===== src/rtl/pipeline_hazard_ctrl.sv =====
// Stall/flush sequencer for the 5-stage pipeline: load-use, branch, MDU hold.
// Ports: ID/EX hazard fields in; PC/IFID/IDEX/EXMEM controls, MDU status, stall stat out.
module pipeline_hazard_ctrl #(
    parameter int MUL_LAT = 4,
    parameter int DIV_LAT = 8,
    parameter int CNT_W   = 4,
    parameter int STAT_W  = 16
) (
    input  logic              clk,
    input  logic              reset,
    input  logic [4:0]        IFID_rs,
    input  logic [4:0]        IFID_rt,
    input  logic              IFID_useRt,
    input  logic              IDEX_MemRead,
    input  logic [4:0]        IDEX_dest,
    input  logic              EX_branchTaken,
    input  logic              EX_mduStart,
    input  logic              EX_mduIsDiv,
    input  logic              stat_clr,
    output logic              PC_write,
    output logic              IFID_write,
    output logic              IFID_flush,
    output logic              IDEX_write,
    output logic              IDEX_flush,
    output logic              EXMEM_flush,
    output logic              mdu_busy,
    output logic              mdu_done,
    output logic [STAT_W-1:0] stall_cnt
);

    typedef enum logic {
        S_IDLE = 1'b0,
        S_BUSY = 1'b1
    } state_t;

    localparam logic [CNT_W-1:0] MUL_INIT = CNT_W'(MUL_LAT - 1);
    localparam logic [CNT_W-1:0] DIV_INIT = CNT_W'(DIV_LAT - 1);
    localparam logic [CNT_W-1:0] CNT_ONE  = CNT_W'(1);

    state_t             r_state;
    logic [CNT_W-1:0]   r_cnt;
    logic [STAT_W-1:0]  r_stall_cnt;

    logic w_busy;
    logic w_acc;
    logic w_last;
    logic w_mstall;
    logic w_lu;

    assign w_busy   = (r_state == S_BUSY);
    assign w_acc    = (r_state == S_IDLE) && EX_mduStart;
    assign w_last   = w_busy && (r_cnt == CNT_ONE);
    // The first (accepting) cycle also stalls, so EX holds for exactly LAT cycles.
    assign w_mstall = w_acc || (w_busy && (r_cnt > CNT_ONE));

    assign w_lu = IDEX_MemRead && (IDEX_dest != 5'd0) &&
                  ((IDEX_dest == IFID_rs) ||
                   (IFID_useRt && (IDEX_dest == IFID_rt)));

    always_comb begin
        PC_write    = 1'b1;
        IFID_write  = 1'b1;
        IDEX_write  = 1'b1;
        IFID_flush  = 1'b0;
        IDEX_flush  = 1'b0;
        EXMEM_flush = 1'b0;
        if (reset) begin
            PC_write    = 1'b0;
            IFID_write  = 1'b0;
            IDEX_write  = 1'b0;
            IFID_flush  = 1'b1;
            IDEX_flush  = 1'b1;
            EXMEM_flush = 1'b1;
        end else if (w_mstall) begin
            // Freeze the front end; MEM sees bubbles while EX is occupied.
            PC_write    = 1'b0;
            IFID_write  = 1'b0;
            IDEX_write  = 1'b0;
            EXMEM_flush = 1'b1;
        end else if (EX_branchTaken) begin
            // Squashes the dependent instruction too, so a coincident
            // load-use needs no bubble.
            IFID_flush  = 1'b1;
            IDEX_flush  = 1'b1;
        end else if (w_lu) begin
            PC_write    = 1'b0;
            IFID_write  = 1'b0;
            IDEX_flush  = 1'b1;
        end
    end

    assign mdu_busy  = !reset && w_busy;
    assign mdu_done  = !reset && w_last;
    assign stall_cnt = r_stall_cnt;

    always_ff @(posedge clk) begin
        if (reset) begin
            r_state <= S_IDLE;
            r_cnt   <= '0;
        end else begin
            unique case (r_state)
                S_IDLE: begin
                    if (EX_mduStart) begin
                        r_cnt   <= EX_mduIsDiv ? DIV_INIT : MUL_INIT;
                        r_state <= S_BUSY;
                    end
                end
                S_BUSY: begin
                    r_cnt <= r_cnt - CNT_ONE;
                    if (r_cnt <= CNT_ONE) begin
                        r_state <= S_IDLE;
                    end
                end
            endcase
        end
    end

    always_ff @(posedge clk) begin
        if (stat_clr || reset) begin
            r_stall_cnt <= '0;
        end else if (!PC_write && (r_stall_cnt != '1)) begin
            r_stall_cnt <= r_stall_cnt + 1'b1;
        end
    end

endmodule


===== config.mk =====
export PLATFORM = sky130hd
export DESIGN_NAME = pipeline_hazard_ctrl
export DESIGN_NICKNAME = d
export VERILOG_FILES = /design/src/rtl/pipeline_hazard_ctrl.sv
export SDC_FILE = /design/constraint.sdc
export NUM_CORES = 1
export LEC_CHECK = 0
export ABC_AREA = 1
export CELL_PAD_IN_SITES_DETAIL_PLACEMENT = 1
export CELL_PAD_IN_SITES_GLOBAL_PLACEMENT = 1
export CORE_MARGIN = 2
export CORE_UTILIZATION = 34
export DETAILED_ROUTE_END_ITERATION = 7
export PLACE_DENSITY_LB_ADDON = 0.1
export SLEW_MARGIN = 0
export SYNTH_ARGS = -nofsm -noshare
export SYNTH_HDL_FRONTEND = slang
export SYNTH_SLANG_ARGS = --single-unit

===== constraint.sdc =====
create_clock -name clk -period 6 [get_ports clk]
set_input_delay 1.5 -clock clk [delete_from_list [all_inputs] [get_ports clk]]
set_output_delay 1.5 -clock clk [all_outputs]
set_load 0.01 [all_outputs]

* Word-level counts from Yosys, hierarchy flattened *
Index checks and enable logic that the tools add are counted.

storage, ports and cells
  bits in registers = 21
  input bits = 23
  output and inout port bits = 24
  logic and storage cells = 49

operators by class
  $add $sub $neg = 2
  order comparisons = 2
  eq/ne operators = 5
  muxes and demuxes = 21
  bitwise gates (word level) = 1
  reductions and logical operators = 15

operator list
  operator                 number
  $mux W1                  17
  $add A16 B1 Y16 const B  1
  $ne A16 B16 Y1 const B   1
  $eq A5 B5 Y1             2
  $logic_and A1 B1 Y1      9
  $pmux W4 S2              1
  $reduce_bool A5 Y1       1
  $eq A4 B1 Y1 const B     1
  $gt A4 B1 Y1 const B     1
  $le A4 B1 Y1 const B     1
  $mux W4                  1
  $sub A4 B1 Y4 const B    1
  $logic_or A1 B1 Y1       3
  $mux W3                  1
  $logic_not A1 Y1         2
  $ne A2 B2 Y1 const B     1
  $pmux W1 S2              1
  $not A1 Y1               1

* Depth between registers and ports, before layout *
  depth after elaboration = 10
  depth in mapped cells = 12
  depth with buffers taken out = 11

* Least setup slack after synthesis *
Ideal clock, no wire load.

  kind = in2out
  start point = in EX_mduStart
  end point = out PC_write
  data arrival time = 2529 ps
  required time = 4500 ps
  setup slack = 1971 ps
  stages on the path = 7
  buffers on the path = 2
  cells stage by stage = nor2_1 a31oi_1 nor2_2 nand2_4 buf_2 inv_1 buf_4

on the way
  longest elaborated chain between the ends = 4

RTL lines
  item                  line  source
  start: declaration    17    input logic EX_mduStart,
  $logic_and A1 B1 Y1   51    assign w_acc = (r_state == S_IDLE) && EX_mduStart;
  $logic_or A1 B1 Y1    54    assign w_mstall = w_acc || (w_busy && (r_cnt > CNT_ONE));
  $mux W1 (2 in a row)  -
  end: declaration      20    output logic PC_write,

Every way passes these cells.

* Worst setup path in the final report *
  start point = in IDEX_dest[4]
  end point = out IFID_write

on the way
  longest elaborated chain between the ends = 8
  elaborated cells on any way between the ends = 11
  classes of those cells = eq/ne (2); mux (4); reduce/logical (5)

RTL lines
  item                     line  source
  start: declaration       15    input logic [4:0] IDEX_dest,
  $eq A5 B5 Y1             58    (IFID_useRt && (IDEX_dest == IFID_rt)));
  $logic_and A1 B1 Y1      58
  $logic_or A1 B1 Y1       57    ((IDEX_dest == IFID_rs) ||
  $logic_and A1 B1 Y1 (*)  56    assign w_lu = IDEX_MemRead && (IDEX_dest != 5'd0) &&
  $mux W1 (*)              85    end else if (w_lu) begin
  $mux W1 (*)              80    end else if (EX_branchTaken) begin
  $mux W1 (*)              74    end else if (w_mstall) begin
  $mux W1 (*)              67    if (reset) begin
  end: declaration         21    output logic IFID_write,

Mark *: on every way between the ends. The rest lies on a longest branch, timed or not.

==> metrics.yaml <==
outcome: "finished clean"
synthXorXnorAreaFrac_pct: 8.74
hold_violations: 0
drv_slew: 0
tritoncts: "done"
ant_nets: 0
synthAdderAreaFrac_pct: 2.50
setup.worst_path.end_class: "output port"
critPathLaunchType: "primary input"
worstHoldPathType: "flip-flop to flip-flop"
p_leak_nw: 0.842
tns_ns: 0
synth_top_area_cell: "dfxtp_1"
rsz0062_at_grt: "no"
power_density_nw_per_um2: 156
max_cap_violations: 0
synth_edf_count: 0
multi_input_area_um2: 918
synth_area_leaders: "dfxtp_1 (28%), nand2_1 (12%), nand3_1 (8.7%)"
die_y_um: 70.5
routed_wl_um: 3800
synth_area_um2: 1500
cp_common_cell: "nand2_1"
synthSimpleGateAreaFrac_pct: 37.5
synth_compound_area_share_pct: 12.3
synth.avg_cell_area_um2: 6.77
relSlewSlack_pct: 53.0
postCtsHoldBufs: 0
max_freq_ghz: 0.206
cts_resized: 0
crit_family: "buffers and inverters"
synth_top_area_share_pct: 28.0
worstMarginPinSlew_ns: 0.704
regArea_um2: 420
portBuffers: 46
critPathMaxFanout: 19
via_per_inst: 4.69
fin_crit_sh_pct: 80.7
drive_gt1_share_pct: 13.2
drt_pass1_iterations: 4
fp.coreArea_um2: 4290
root_buffer: "clkbuf_8"
grt_pass1_vias: 1510
grt_first_pass_wirelength_um: 6640
routabilityCongestion: 0.773
critPathSlowestCell: "clkdlybuf4s50_1"
power_w: 0.000317
worstSkewPairLatency_ns: 0.26
path_cells: "clkdlybuf4s50_1 > inv_1 > nand2_1 > nand2_1 > nor2_1 > nand3_1 > nand2_1 > nand3_1 > nand2_4 > inv_1 > clkdlybuf4s50_1"
numCtsBuffers: 3
setup_viol: 0
worstPathArrival_ns: 3.34
num_rows: 24
required_ns: 4.50
drtIter0Drc: 65
vias: 1491
synth_warnings: 0
die_area_um2: 4970
postSynth.asyncResetShare_pct: 0
drcViolationCount: 0
muxShareOfSynthArea_pct: 0
numClockSinks: 21
fin_crit_ns: 4.84
antenna_found_initial: 0
area_growth_pct: 35.0
path_class: "primary input to output port"
synth_most_common_cell: "nand2_1"
fillerInstances: 563
wire_per_inst_um: 12.0
vdd.ir_drop.worst_v: 0.0000855
ys_ff_latch: 21
die_w_um: 70.5
clock_skew_ns: 0.00276
max_stage_delay_ns: 0.54
overflow: 0
synth_top_flop_cell: "dfxtp_1"
grt_max_degree: 20
htreeDepth: 1
ys_seq_area_share_pct: 28.0
cts_buffer_depth: 2
ys_types: 28
ys_top_cells_by_count: "nand2_1 (47), inv_1 (30), nand3_1 (26), dfxtp_1 (21), nor2_1 (20)"
antennaDiodeCount: 0
cts_setup_buffers: 0
cp_num_buf_inv: 4
ioPinCount: 47
clkSlewWorstSetupHoldPaths_ns: 0.08
initial_utilization_pct: 35.0
grt_usage_pct: 16.2
synth_nets: 248
synth_top_family_by_area: "simple AND/OR/NAND/NOR gates"
synthCells: 222
final_nets: 293
dpl.hpwl_um: 3000
==> cell usage in the layout, fill, tap and decap left out, types with 4 or more instances in the layout <==
master           instances
a21oi_1                  8
a21oi_2                 10
clkdlybuf4s50_1         46
dfxtp_1                 21
inv_1                   30
nand2_1                 47
nand2_2                 12
nand3_1                 26
nor2_1                  20
o21ai_0                  4
xnor2_1                  7
xor2_1                   8
==> where the power goes <==
group	leakage, nW	internal (W)	switching, W	total [W]
sequential	0.171	0.000143	0.00000380	0.000147
combinational	0.646	0.0000358	0.0000393	0.0000751
clock	0.0255	0.0000463	0.0000487	0.0000951
==> per-stage QoR <==
| stage | hold slack (ns) | utilization [%] | worst slack, ns | area, µm² | std cells |
|---|---|---|---|---|---|
| 2_1_floorplan | 0.441 | - | 1.97 | 1500 | 222 |
| 3_3_place_gp | 0.455 | 46.2 | 1.14 | 1980 | 314 |
| 3_5_place_dp | 0.468 | 46.2 | 1.12 | 1980 | 314 |
| 4_1_cts | 0.480 | 47.3 | 1.12 | 2030 | 318 |
| 5_1_grt | 0.498 | 47.3 | 0.894 | 2030 | 318 |
| 6_report | 0.472 | 47.3 | 1.16 | 2030 | 318 |
==> layout make-up <==
type | instances | area share (%)
clock buffer | 3 | 2.03
clock inverter | 1 | 0.246
inverter | 32 | 5.91
multi-input combinational | 163 | 45.2
sequential | 21 | 20.7
tap | 52 | 3.20
timing repair buffer | 46 | 22.7
==> worst register-to-register path, delay by kind of cell, from the launching register on <==
kind	cells	cell delay (ns)
flops	1	0.44
fa+ha+maj	1	0.24
compound gates	1	0.14
simple gates	7	1.07
==> path summary, 6_finish.rpt <==
| check | from | endpoint | slack [ns] | cells past startpoint |
|---|---|---|---|---|
| setup / recovery | IDEX_dest[4] | IFID_write | 1.16 | 11 |
| hold reg to reg | r_cnt[3]$_SDFFE_PP0P_ | r_cnt[3]$_SDFFE_PP0P_ | 0.47 | 2 |
| setup reg to reg | stall_cnt[0]$_SDFFE_PP0P_ | stall_cnt[3]$_SDFFE_PP0P_ | 4.05 | 9 |
| hold / removal | r_cnt[3]$_SDFFE_PP0P_ | r_cnt[3]$_SDFFE_PP0P_ | 0.47 | 2 |
==> kinds of logic after synthesis <==
group,after synthesis
DFF,21
adders and majority gates,3
xor gates and xnor gates,15
and+or+nand+nor,118
buffers and inverters,38
AOI/OAI and AO/OA,27
==> state kept, by name, summed over array words and instances (netlist names) <==
register / cells
r_state: 1
r_cnt: 4
stall_cnt: 16
==> per-layer routing <==
layer  up-vias  GRT usage, %  wire length [µm]
met5         -             0                 0
met4         0          5.13                50
met3         4          2.31                98
met2        26          27.7              1800
met1       666          21.1              1850
li1        795             -                 -
Power figures use the tool's default switching activity.
